## src/rtl/serial_subtractor.sv

```systemverilog
// ---------------------------------------------------------------------------
// serial_subtractor
//   Bit-serial unsigned subtractor: diff = (X - Y - B0) mod 2^WIDTH, one bit
//   per clock, LSB first, using one full-subtractor cell and a borrow flop.
//   A start/busy/done handshake frames each operation (IDLE -> RUN -> DONE).
//
//   Optional build macro SERIAL_SUB_ADD_MODE_EN adds port op (1 = add,
//   0 = subtract). In add mode B0 is the carry-in and borrow_out carries the
//   final carry-out.
//
// Ports
//   clk        in   rising-edge clock
//   rst_n      in   asynchronous active-low reset
//   start      in   request new operation (sampled in IDLE or DONE only)
//   X, Y       in   minuend / subtrahend, latched on the accepting edge
//   B0         in   borrow-in (carry-in in add mode), latched with operands
//   op         in   (SERIAL_SUB_ADD_MODE_EN only) 1 = add, 0 = subtract
//   busy       out  high while bits are being computed
//   done       out  one-cycle pulse when diff/borrow_out update
//   diff       out  registered result, held until the next completion
//   borrow_out out  registered final borrow (or carry), held with diff
// ---------------------------------------------------------------------------
module serial_subtractor #(
    parameter int WIDTH = 8
) (
    input  logic             clk,
    input  logic             rst_n,
    input  logic             start,
    input  logic [WIDTH-1:0] X,
    input  logic [WIDTH-1:0] Y,
    input  logic             B0,
`ifdef SERIAL_SUB_ADD_MODE_EN
    input  logic             op,
`endif
    output logic             busy,
    output logic             done,
    output logic [WIDTH-1:0] diff,
    output logic             borrow_out
);

    localparam int CW = $clog2(WIDTH);

    localparam logic [1:0] S_IDLE = 2'd0;
    localparam logic [1:0] S_RUN  = 2'd1;
    localparam logic [1:0] S_DONE = 2'd2;

    logic [1:0]       r_state;
    logic [CW-1:0]    r_cnt;
    logic [WIDTH-1:0] r_x;
    logic [WIDTH-1:0] r_y;
    logic [WIDTH-1:0] r_sr;
    logic             r_b;
    logic [WIDTH-1:0] r_diff;
    logic             r_bo;
`ifdef SERIAL_SUB_ADD_MODE_EN
    logic             r_op;
`endif

    logic             w_xi;
    logic             w_yi;
    logic             w_d;
    logic             w_b_nxt;
    logic             w_last;
    logic             w_accept;

    assign w_xi = r_x[0];
    assign w_yi = r_y[0];

    // Sum/difference bit is the same XOR for both modes; only the
    // borrow/carry recurrence differs.
    assign w_d = w_xi ^ w_yi ^ r_b;

`ifdef SERIAL_SUB_ADD_MODE_EN
    assign w_b_nxt = r_op ? ((w_xi & w_yi) | (w_xi & r_b) | (w_yi & r_b))
                          : ((~w_xi & w_yi) | (~(w_xi ^ w_yi) & r_b));
`else
    assign w_b_nxt = (~w_xi & w_yi) | (~(w_xi ^ w_yi) & r_b);
`endif

    assign w_last   = (r_cnt == CW'(WIDTH - 1));
    assign w_accept = start && (r_state == S_IDLE || r_state == S_DONE);

    always_ff @(posedge clk or negedge rst_n) begin
        if (!rst_n) begin
            r_state <= S_IDLE;
            r_cnt   <= '0;
            r_x     <= '0;
            r_y     <= '0;
            r_sr    <= '0;
            r_b     <= 1'b0;
            r_diff  <= '0;
            r_bo    <= 1'b0;
`ifdef SERIAL_SUB_ADD_MODE_EN
            r_op    <= 1'b0;
`endif
        end else begin
            case (r_state)
                S_IDLE, S_DONE: begin
                    if (w_accept) begin
                        r_x     <= X;
                        r_y     <= Y;
                        r_b     <= B0;
`ifdef SERIAL_SUB_ADD_MODE_EN
                        r_op    <= op;
`endif
                        r_cnt   <= '0;
                        r_state <= S_RUN;
                    end else begin
                        r_state <= S_IDLE;
                    end
                end
                S_RUN: begin
                    // Operands shift right so bit i is always at [0]; result
                    // bits enter at the MSB so after WIDTH shifts bit 0 sits
                    // at the LSB.
                    r_x   <= r_x >> 1;
                    r_y   <= r_y >> 1;
                    r_b   <= w_b_nxt;
                    r_sr  <= {w_d, r_sr[WIDTH-1:1]};
                    r_cnt <= r_cnt + CW'(1);
                    if (w_last) begin
                        r_diff  <= {w_d, r_sr[WIDTH-1:1]};
                        r_bo    <= w_b_nxt;
                        r_state <= S_DONE;
                    end
                end
                default: r_state <= S_IDLE;
            endcase
        end
    end

    assign busy       = (r_state == S_RUN);
    assign done       = (r_state == S_DONE);
    assign diff       = r_diff;
    assign borrow_out = r_bo;

endmodule

```

## config.mk

```make
export PLATFORM = sky130hd
export DESIGN_NAME = serial_subtractor
export DESIGN_NICKNAME = d
export VERILOG_FILES = /design/src/rtl/serial_subtractor.sv
export SDC_FILE = /design/constraint.sdc
export NUM_CORES = 1
export LEC_CHECK = 0
export CAP_MARGIN = 20
export CORE_MARGIN = 4
export CORE_UTILIZATION = 36
export CTS_CLUSTER_DIAMETER = 120
export DETAILED_ROUTE_END_ITERATION = 6
export PLACE_DENSITY = 0.67
export SETUP_SLACK_MARGIN = 0.1
export SYNTH_ARGS = -nofsm -noshare
export SYNTH_HDL_FRONTEND = slang
export SYNTH_SLANG_ARGS = --single-unit
```

## constraint.sdc

```tcl
create_clock -name clk -period 2.1 [get_ports clk]
set_input_delay 0.42 -clock clk [delete_from_list [all_inputs] [get_ports clk]]
set_output_delay 0.42 -clock clk [all_outputs]
set_load 0.005 [all_outputs]
```

==> reports/results.txt <==
Cells after synthesis = 161
Max Cap Viol = 0
Clock Path Buffers = 2
Rows = 25
Initial DRC Count = 63
Final Cycle Share = 0.891
Residual DRC = 0
VDD IR max = 0.625 mV
Critical Path End Type = output port
Peak Freq = 0.535 GHz
Crit path largest cell delay = 0.53 ns
Largest net degree at the start of global routing = 39
Minimum clock period = 1.87 ns
Critical Path Start = r_state[0]
Hold Buf Count CTS = 0
First-pass GRT wire length = 5780 µm
Resized cells post-CTS = 0
Vias/cell = 4.68
Synthesized Nets = 184
Yosys cell types = 26
Synthesized area = 0.00182 mm²
Synth Area per Inst = 11.3 µm²
Post-layout util = 0.485
Sink Count = 38
Hold Crit Class = input port to async pin
Power Dens Cells = 1440 mW/mm²
Leading cell type in the layout, fill and taps excluded = dfrtp_1
Sequential area share after synthesis = 0.524
1st-pass router iterations = 4
Headroom to the max-slew limit = 0.680
Fillers = 453
Yosys top cell by area = dfrtp_1
H-tree levels = 2
R2r endpoint = r_y[5]
Critical path fanouts, max = 4
Warning count from the yosys run = 0
Register bit total from synthesis = 38
Overall routing resource usage = 0.118
Layout cells sized above 1 = 0.167
Worst path slowest cell = clkdlybuf4s50_1
Initial antenna violation count = 0
Inserted Clock Buffers = 5
Die Y = 79.0 µm
Worst Tran Pin Value = 0.480 ns
DIE AREA = 0.00624 mm²
DRT antenna net count = 0
Post-synth EDFFs = 0
Root Driver = clkbuf_8
Flop-to-flop setup slack = 0.57 ns
Clk_skew = 0.00689 ns
CTS tree = done
Grt ovf = 0
Dpl hpwl = 2270 µm
Outcome = complete, no violations
CP Launch Type = flip-flop
Core area = 0.00482 mm²
Final TNS setup = 0 ns
Dpl cells = 257
Area share of the largest cell type after synthesis = 0.524
Final Max Tran Viols = 0
Boundary Pins = 31
Area contributors post-synth = dfrtp_1 (52%), mux2i_1 (6.1%), mux2_4 (5.8%), nand2_1 (4.8%), a211oi_1 (4.1%)
# nets final = 220
Clock Latency Late Sink = 0.29 ns
Overall Power = 3370 µW
Asr flop ratio synth = 1.00
CP Cell Sequence = nor2b_1, clkdlybuf4s50_1
Clock transition at the registers of the reported paths = 0.07 ns
Crit path kind = flip-flop to output port
GPL Wtd Cong = 0.760
Vias = 1240
PortBufs = 30
RSZ-0062 raised after global routing = false
Most frequent cells in the layout = dfrtp_1 (38), clkdlybuf4s50_1 (29), nand2_1 (23), a21oi_1 (14)
Final WL = 3280 µm
Vias in the first global route = 1202
Wirelength per Cell = 12.4 µm
Antenna fix cells = 0
Pleak = 0.00107 µW
Ys flop type = dfrtp_1
CP Data Arrival Time = 1.45 ns
Reg2reg start = r_state[0]
Post-CTS setup buffers = 0
Cells on worst reg2reg path = 4
Final std cells w/o fill = 265
Hold Vio Cnt, Final = 0
Area Overhead vs Synth = 28.8%
WP data required = 1.68 ns
Die width = 79.0 µm
Setup violations, final = 0
Initial Util = 0.377
-- worst max-delay path: cells and delay by family, from the launching register on --
| kind | cells | cell delay, ns |
|---|---|---|
| buf+inv | 1 | 0.53 |
| flops | 1 | 0.46 |
| simple gates | 1 | 0.18 |
-- per-layer routing --
| metal | part of all wire | GRT usage |
|---|---|---|
| met1 | 0.49 | 0.163 |
| met2 | 0.45 | 0.173 |
| met3 | 0.031 | 0.0215 |
| met4 | 0.024 | 0.0722 |
| met5 | 0 | 0 |
-- kinds of logic after synthesis --
family / share of synthesized area
AO/OA/AOI/OAI: 0.123
XOR/XNOR: 0.00483
adder cells (fa/ha/maj): 0.0248
buffers and inverters: 0.0510
flip-flops: 0.524
multiplexers: 0.143
AND/OR/NAND/NOR: 0.130
-- state kept, by name (all words and copies together) (netlist names) --
signal,count
borrow_out,1
r_x,8
r_cnt,3
diff,8
r_state,2
r_sr,7
r_b,1
r_y,8
-- area by class of cell --
| class | count | area [µm²] | share of cell area |
|---|---|---|---|
| well taps | 67 | 83.8 | 0.0358 |
| repair buffers | 38 | 355 | 0.152 |
| clock buffers | 6 | 82.6 | 0.0353 |
| inverters | 9 | 33.8 | 0.0144 |
| clock inverters | 2 | 60.1 | 0.0257 |
| flip-flops and latches | 38 | 951 | 0.407 |
| multi-input cells | 105 | 772 | 0.330 |
-- worst max path at each step --
stage | endpoint | slack (ns)
after floorplan | diff[1] | 0.66
after global placement | r_y[5] | 0.39
after detailed placement | r_b | 0.34
final | done | 0.23
after CTS | done | 0.21
after global routing | done | 0.18
-- power by group --
part,internal (µW),switching (µW)
combinational,745,546
sequential,1080,237
clock,507,254
total,2330,1040
-- metrics by stage --
stage               hold slack (ns)  instance area [µm²]  setup WS, ns
global route                  0.231                 2340         0.179
global placement              0.456                 2200         0.390
detailed placement            0.468                 2200         0.342
floorplan                     0.124                 1820         0.660
finish                        0.176                 2340         0.230
CTS                           0.186                 2340         0.205
-- cell usage after synthesis, drive strengths merged, types with 2 or more instances --
cell / instances
dfrtp: 38
nand2: 23
a21oi: 14
mux2: 11
mux2i: 11
nor2b: 11
a211oi: 10
buf: 9
inv: 9
o21ai: 5
o22ai: 4
nand2b: 3
a22o: 2
ha: 2
nand3: 2
nor2: 2
(Power assumes the default switching activity.)
